**config.mk**
```make
export PLATFORM = sky130hd
export DESIGN_NAME = pc_unit
export DESIGN_NICKNAME = d
export VERILOG_FILES = /design/src/rtl/pc_unit_pkg.sv /design/src/rtl/pc_unit_ras_stack.sv /design/src/rtl/pc_unit.sv
export SDC_FILE = /design/constraint.sdc
export NUM_CORES = 1
export LEC_CHECK = 0
export ABC_AREA = 1
export CELL_PAD_IN_SITES_DETAIL_PLACEMENT = 0
export CELL_PAD_IN_SITES_GLOBAL_PLACEMENT = 1
export CORE_ASPECT_RATIO = 0.5
export CORE_MARGIN = 8
export CORE_UTILIZATION = 40
export CTS_BUF_LIST = sky130_fd_sc_hd__clkbuf_2 sky130_fd_sc_hd__clkbuf_4 sky130_fd_sc_hd__clkbuf_8
export CTS_CLUSTER_DIAMETER = 80
export CTS_CLUSTER_SIZE = 10
export DETAILED_ROUTE_END_ITERATION = 6
export PLACE_DENSITY = 0.86
export SYNTH_ARGS = -nofsm -noshare
export SYNTH_HDL_FRONTEND = slang
export SYNTH_HIERARCHICAL = 1
export SYNTH_SLANG_ARGS = --single-unit
```
**constraint.sdc**
```tcl
create_clock -name clk -period 3.4 [get_ports clk]
set_input_delay 0.68 -clock clk [delete_from_list [all_inputs] [get_ports clk]]
set_output_delay 0.68 -clock clk [all_outputs]
set_load 0.05 [all_outputs]
```
**src/rtl/pc_unit_pkg.sv**
```systemverilog
// Shared defaults and the next-PC source encoding for the IF-stage PC unit.
package pc_unit_pkg;

    localparam int unsigned PC_W_DEF      = 8;
    localparam int unsigned STEP_DEF      = 1;
    localparam int unsigned RESET_VEC_DEF = 0;
    localparam int unsigned RAS_DEPTH_DEF = 4;

    typedef enum logic [2:0] {
        SRC_SEQ,
        SRC_HOLD,
        SRC_REDIR,
        SRC_JUMP,
        SRC_RET
    } pc_src_e;

endpackage

```
**src/rtl/pc_unit_ras_stack.sv**
```systemverilog
// Circular return-address stack: a push when full overwrites the oldest entry.
module ras_stack #(
    parameter int unsigned W     = 8,
    parameter int unsigned DEPTH = 4
) (
    input  logic         clk,
    input  logic         rst,
    input  logic         push,
    input  logic         pop,
    input  logic [W-1:0] push_data,
    output logic [W-1:0] top,
    output logic         empty,
    output logic         full,
    output logic         ovf,
    output logic         unf
);

    localparam int unsigned PW = (DEPTH > 1) ? $clog2(DEPTH) : 1;
    localparam int unsigned CW = PW + 1;

    logic [W-1:0]  mem [DEPTH];
    logic [PW-1:0] ptr;    // next write slot; top lives at ptr-1
    logic [CW-1:0] count;
    logic          do_pop;

    assign empty  = (count == '0);
    assign full   = (count == CW'(DEPTH));
    assign do_pop = pop & ~empty;
    assign ovf    = push & ~pop & full;
    assign unf    = pop & empty;
    assign top    = mem[ptr - PW'(1)];

    always_ff @(posedge clk) begin
        if (rst) begin
            ptr   <= '0;
            count <= '0;
        end else if (push && do_pop) begin
            mem[ptr - PW'(1)] <= push_data;
        end else if (push) begin
            mem[ptr] <= push_data;
            ptr      <= ptr + PW'(1);
            if (!full) begin
                count <= count + CW'(1);
            end
        end else if (do_pop) begin
            ptr   <= ptr - PW'(1);
            count <= count - CW'(1);
        end
    end

endmodule

```
**src/rtl/pc_unit.sv**
```systemverilog
// IF-stage program counter: prioritised next-PC select, PC register and RAS error pulse.
module pc_unit
    import pc_unit_pkg::*;
#(
    parameter int unsigned PC_W      = PC_W_DEF,
    parameter int unsigned STEP      = STEP_DEF,
    parameter int unsigned RESET_VEC = RESET_VEC_DEF,
    parameter int unsigned RAS_DEPTH = RAS_DEPTH_DEF
) (
    input  logic            clk,
    input  logic            rst,
    input  logic            stall,
    input  logic            redirect_valid,
    input  logic [PC_W-1:0] redirect_target,
    input  logic            jump_valid,
    input  logic [PC_W-1:0] jump_target,
    input  logic            jump_link,
    input  logic            ret_valid,
    output logic [PC_W-1:0] currentPC,
    output logic [PC_W-1:0] seqPC,
    output logic            ras_empty,
    output logic            ras_full,
    output logic            ras_err
);

    pc_src_e         src;
    logic [PC_W-1:0] next_pc;
    logic [PC_W-1:0] ras_top;
    logic            ras_push;
    logic            ras_pop;
    logic            ras_ovf;
    logic            ras_unf;
    logic            err_d;

    assign seqPC = currentPC + PC_W'(STEP);

    always_comb begin
        if (redirect_valid) begin
            src = SRC_REDIR;
        end else if (stall) begin
            src = SRC_HOLD;
        end else if (jump_valid) begin
            src = SRC_JUMP;
        end else if (ret_valid) begin
            src = SRC_RET;
        end else begin
            src = SRC_SEQ;
        end
    end

    assign ras_push = (src == SRC_JUMP) & jump_link;
    assign ras_pop  = (src == SRC_RET);

    always_comb begin
        next_pc = seqPC;
        unique case (src)
            SRC_REDIR: next_pc = redirect_target;
            SRC_HOLD:  next_pc = currentPC;
            SRC_JUMP:  next_pc = jump_target;
            SRC_RET:   next_pc = ras_empty ? seqPC : ras_top;
            default:   next_pc = seqPC;
        endcase
    end

    // A ret that loses to a same-cycle jump is dropped and flagged.
    assign err_d = ras_ovf | ras_unf | ((src == SRC_JUMP) & ret_valid);

    always_ff @(posedge clk) begin
        if (rst) begin
            currentPC <= PC_W'(RESET_VEC);
            ras_err   <= 1'b0;
        end else begin
            currentPC <= next_pc;
            ras_err   <= err_d;
        end
    end

    ras_stack #(
        .W     (PC_W),
        .DEPTH (RAS_DEPTH)
    ) u_ras (
        .clk       (clk),
        .rst       (rst),
        .push      (ras_push),
        .pop       (ras_pop),
        .push_data (seqPC),
        .top       (ras_top),
        .empty     (ras_empty),
        .full      (ras_full),
        .ovf       (ras_ovf),
        .unf       (ras_unf)
    );

endmodule

```
-- Word level (Yosys, flattened, before mapping)
Memory sizes are Yosys's and may differ from the RTL's.
Cells that the tools add are included.
- register bits after elaboration: 14
- memories: 1
- RAM bits: 32
- bits of input ports: 23
- output and inout port bits: 19
- memory list (name ; words ; bits a word ; rd ports ; clocked after memory_dff ; write ports ; line ; source):
    u_ras.mem ; 4 ; 8 ; 1 ; 0 ; 1 ; pc_unit_ras_stack.sv:21 ; logic [W-1:0] mem [DEPTH];
- equality and inequality tests: 6
- multiplexer cells: 21
- bitwise logic cells: 11
- $add $sub $neg: 5
- reduce and logical (&&, ||, !) cells: 6
- operator list (cell ; number):
    8-bit one-hot mux with 4 select lines ; 1
    3-bit two-way mux ; 7
    8-bit two-way mux ; 2
    8-bit by 1-bit adder with 8-bit output (second input constant) ; 1
    1-bit two-way mux ; 8
    8-bit OR reduction ; 1
    1-bit AND ; 6
    3-bit by 2-bit equality test with 1-bit output (second input constant) ; 2
    3-bit equality test (second input constant) ; 2
    2-bit two-way mux ; 3
    3-bit by 1-bit adder with 3-bit output (second input constant) ; 1
    3-bit by 1-bit equality test with 1-bit output (second input constant) ; 1
    3-bit zero test ; 1
    1-bit NOT ; 3
    3-bit AND reduction ; 1
    3-bit by 1-bit subtractor with 3-bit output (second input constant) ; 1
    2-bit by 1-bit adder with 2-bit output (second input constant) ; 1
    2-bit != test (second input constant) ; 1
    1-bit OR ; 2
    2-bit AND reduction ; 1
    2-bit nonzero test ; 1
    2-bit by 1-bit subtractor with 2-bit output (second input constant) ; 1
    1-bit logical AND ; 1

-- Logic depth before layout (Yosys ltp)
- depth after elaboration: 12
- depth in mapped cells: 12
- mapped depth without buffers: 12

-- By module
Netlist, hierarchy kept.
- modules (own cells, without submodules) (module ; cells an instance ; area each (µm²) ; times used):
    ras_stack ; 161 ; 1659.1 ; 1
    pc_unit ; 156 ; 867.1 ; 1

-- Worst setup path before layout
Ideal clock, no wire load.
- path type: in2reg
- start: input port redirect_valid
- end: memory u_ras.mem[1][0], enable pin
- buffers on the path: 1
- library setup time: 0.375 ns
- setup slack: 0.708 ns
- stages on the path: 7
- required time: 3.025 ns
- arrival time: 2.316 ns
- cell sequence: buf_2 nor3b_1 ha_1 nand2_1 nand2_1 nand2_1 a21oi_1
- longest elaborated chain between the ends: 9
- elaborated cells between the ends (all ways): 16
- classes of those cells: eq/ne (2); mux (10); bitwise (2); reduce/logical (2)
- ends and longest elaborated chain (what ; line ; source):
    start, declared ; pc_unit.sv:13 ; input logic redirect_valid,
    3-bit two-way mux (*) ; pc_unit.sv:38 ; if (redirect_valid) begin
    3-bit by 2-bit equality test with 1-bit output (*) ; pc_unit.sv:51 ; assign ras_push = (src == SRC_JUMP) & jump_link;
    1-bit AND (*) ; pc_unit.sv:51 ;
    via ras_push ; pc_unit.sv:29 ; logic ras_push;
    1-bit two-way mux or 1-bit logical AND (tied branches) ; pc_unit_ras_stack.sv:39, pc_unit_ras_stack.sv:37 ;
    1-bit two-way mux ; pc_unit_ras_stack.sv:37 ; end else if (push && do_pop) begin
    1-bit two-way mux ; pc_unit_ras_stack.sv:34 ; if (rst) begin
    1-bit two-way mux (not written as such) ; pc_unit_ras_stack.sv:40 ; mem[ptr] <= push_data;
    8-bit OR reduction (no line) ; - ;
    2-bit two-way mux (no line) or 1-bit two-way mux (tied branches) ; - ;
    end, declared ; pc_unit_ras_stack.sv:21 ;
The timed path passes the listed nets; every way through them passes the cells marked *.

-- Final worst setup path
- start: register currentPC[1]
- end: output port seqPC[6]
- longest elaborated chain between the ends: 1
- ends and longest elaborated chain (what ; line ; source):
    start, declared ; pc_unit.sv:19 ; output logic [PC_W-1:0] currentPC,
    start signal, assigned ; pc_unit.sv:70 ; currentPC <= PC_W'(RESET_VEC);
    start signal, assigned ; pc_unit.sv:73 ; currentPC <= next_pc;
    8-bit by 1-bit adder with 8-bit output ; pc_unit.sv:35 ; assign seqPC = currentPC + PC_W'(STEP);
    end, declared ; pc_unit.sv:20 ; output logic [PC_W-1:0] seqPC,
No other way between the ends.

==> impl_metrics.csv <==
group,metric,value,unit
clock_network,cts_htree_levels,2,
logic_synthesis,synth_simple_gate_area_share,32.94,%
floorplan,io_pins,42,
sta,period_share,87.80,%
final_layout,drive_above_1_share,8.130,%
floorplan,fp.coreArea,6081,µm²
route,drt_first_pass_iters,5,
route,vias,2186,
sta,hold_ws,0.5587,ns
clock_network,cts_resized,0,
place,place_hpwl,4967,µm
sta,clock_skew,0.01287,ns
sta,setup_violations,0,
run,maxCapViolCount,0,
final_layout,fin_nets,396,
floorplan,die_x,128.4,µm
logic_synthesis,synth_nets,345,
logic_synthesis,synth_top_family_by_area,"simple AND/OR/NAND/NOR gates",
route,drtIter0Drc,162,
logic_synthesis,synth_compound_area_share,7.182,%
min_path,worst_hold_path_type,"reg2reg",
power,p_per_area,407.8,nW/µm²
worst_setup_path,start_kind,"flop",
logic_synthesis,synth-adder-area-share,2.774,%
floorplan,die_h,72.20,µm
route,wl_per_cell,13.77,µm
clock_network,insertion_delay,0.30,ns
logic_synthesis,post_synth_mux_area_share,0,%
final_layout,antennaDiodeCount,0,
sta,slew_headroom,49.36,%
route,drcViolationCount,0,
logic_synthesis,ys_seq_area_share,49.13,%
sta,setup_tns,0,ns
route,vias_per_cell,4.783,
worst_setup_path,critical_path_class,"reg2out",
clock_network,cts_max_path_buffers,2,
logic_synthesis,ys_seq_elements,46,
clock_network,root_buffer,"clkbuf_8",
worst_setup_path,required,2.72,ns
floorplan,start_util,41.54,%
floorplan,row_count,20,
route,wl,6295,µm
grt,grt_pass1_wl,10220,µm
power,power.total,1286,µW
clock_network,cts_buffers,5,
sta,fmax,335.0,MHz
clock_network,post_cts_buffers,0,
floorplan,dieArea,9269,µm²
route,drtAntennaViolNets,0,
sta,grt_setup_unrepaired,"false",
worst_setup_path,crit_fanout,5,
logic_synthesis,yosysWarnings,6,
logic_synthesis,mappedNetlistArea,2526,µm²
sta,hold_violations,0,
clock_network,cts.sinks,46,
grt,first_global_vias,2045,
logic_synthesis,ys_types,32,
logic_synthesis,synth_ff_type,"edfxtp_1",
sta,report.final.slew_viol_count,0,
place,portBuffers,41,
sta,min_period,2.985,ns
final_layout,fillers,563,
place,dp_cells,449,
place,routabilityCongestion,0.8536,
final_layout,fin_cells,457,
grt,grt_use_total,14.01,%
logic_synthesis,synthArstFlopShare,0,%
sta,tightest_slew,0.7585,ns
logic_synthesis,synth-xor-area-share,0.6934,%
power,peakVddDrop,0.0002672,V
clock_network,cts_tree,"built",
logic_synthesis,synth-edff-count,32,
worst_setup_path,crit_arrival,2.31,ns
grt,gr-total-overflow,0,
worst_setup_path,critPathCaptureType,"output port",
final_layout,final_area,3154,µm²
power,p_leak,0.001310,µW
grt,antenna_found_initial,0,
logic_synthesis,synthCells,317,
final_layout,synthToLayoutAreaGrowth,24.86,%
clock_network,clk_pin_slew,0.09,ns
place,place_area,3064,µm²
clock_network,holdBufCountCts,0,
logic_synthesis,syn_area_per_cell,7.969,µm²
grt,grt_max_degree,21,
run_status,outcome,"completed",
## placed cells by master, fill, tap and decap left out, types with 2 or more instances in the layout
cell and n:
nand2_1 106, nor2_1 42, clkdlybuf4s50_1 41, inv_1 34, edfxtp_1 32, nand3_1 28, dfxtp_1 14, o21ai_0 12
a21oi_1 11, buf_4 7, nor2_4 5, clkbuf_8 5, o21ai_1 4, ha_1 4, inv_2 3, a21boi_0 2
## layout make-up
class / instances / area [µm²] / area share, %
clock buffer: 6 / 76.32 / 2.420
clock inverter: 2 / 13.76 / 0.4363
inverter: 39 / 148.9 / 4.720
multi-input combinational: 228 / 1101 / 34.91
sequential: 46 / 1241 / 39.35
tap: 88 / 110.1 / 3.491
timing repair buffer: 48 / 462.9 / 14.68
## cells in the mapped netlist (2+ instances only)
library cell  count  area [µm²]
edfxtp_1         32       960.9
buf_6             2       22.52
nor2_1           42       157.7
nor2_4            5       56.30
o21ai_1           4       20.02
inv_1            34       127.6
dfxtp_1          14       280.3
inv_2             3       11.26
o21ai_0          12       60.06
a21oi_1          11       55.05
nand2_1         106       397.9
ha_1              4       50.05
a21boi_0          2       15.01
nand3_1          28       140.1
## per-layer routing
layer / vias to the layer above / routed length [µm] / track usage [%] / part of all wire, %
li1: 1122 / - / - / -
met1: 1004 / 3097 / 18.93 / 49
met3: 4 / 385 / 3.655 / 6.1
met2: 56 / 2770 / 21.60 / 44
met4: 0 / 42 / 3.916 / 0.67
met5: - / 0 / 0 / 0
## worst max-delay path, stage by stage (launching register included)
cell	delay, ns
dfxtp_1	0.41
ha_1	0.20
nand3_1	0.14
o21bai_1	0.16
nand2_1	0.09
inv_1	0.16
clkdlybuf4s50_1	0.84
## power breakdown
part	switching, µW	total [µW]	internal, µW
Combinational	207	314	107
Sequential	18.6	638	619
Clock	181	334	153
Total	407	1290	879
## worst paths after layout
kind                                startpoint  slack (ns)              to  cells after the start
worst max-delay path              currentPC[1]        0.41        seqPC[6]                      6
worst min-delay path            u_ras/count[1]        0.56  u_ras/count[1]                      2
worst max register to register    u_ras/ptr[0]        1.10    currentPC[1]                     11
worst min register to register  u_ras/count[1]        0.56  u_ras/count[1]                      2
## state kept, by name, summed over array words and instances, names as in the netlist
register     cells
u_ras/mem       32
currentPC        8
u_ras/ptr        2
u_ras/count      3
ras_err          1
## per-stage QoR
step / setup WS, ns / util (%)
2_1_floorplan: 0.7080 / -
3_3_place_gp: 0.3420 / 50.39
3_5_place_dp: 0.2721 / 50.39
4_1_cts: 0.3548 / 51.87
5_1_grt: 0.2511 / 51.87
6_report: 0.4149 / 51.87
## logic make-up (layout without fill, tap and decap cells)
logic type               after synthesis  count (layout)
AND/OR/NAND/NOR                      189             189
flip-flops                            46              46
buffers and inverters                 43              95
AO/OA/AOI/OAI                         32              32
adder cells (fa/ha/maj)                5               5
XOR/XNOR                               2               2
Power figures use the tool's default switching activity.
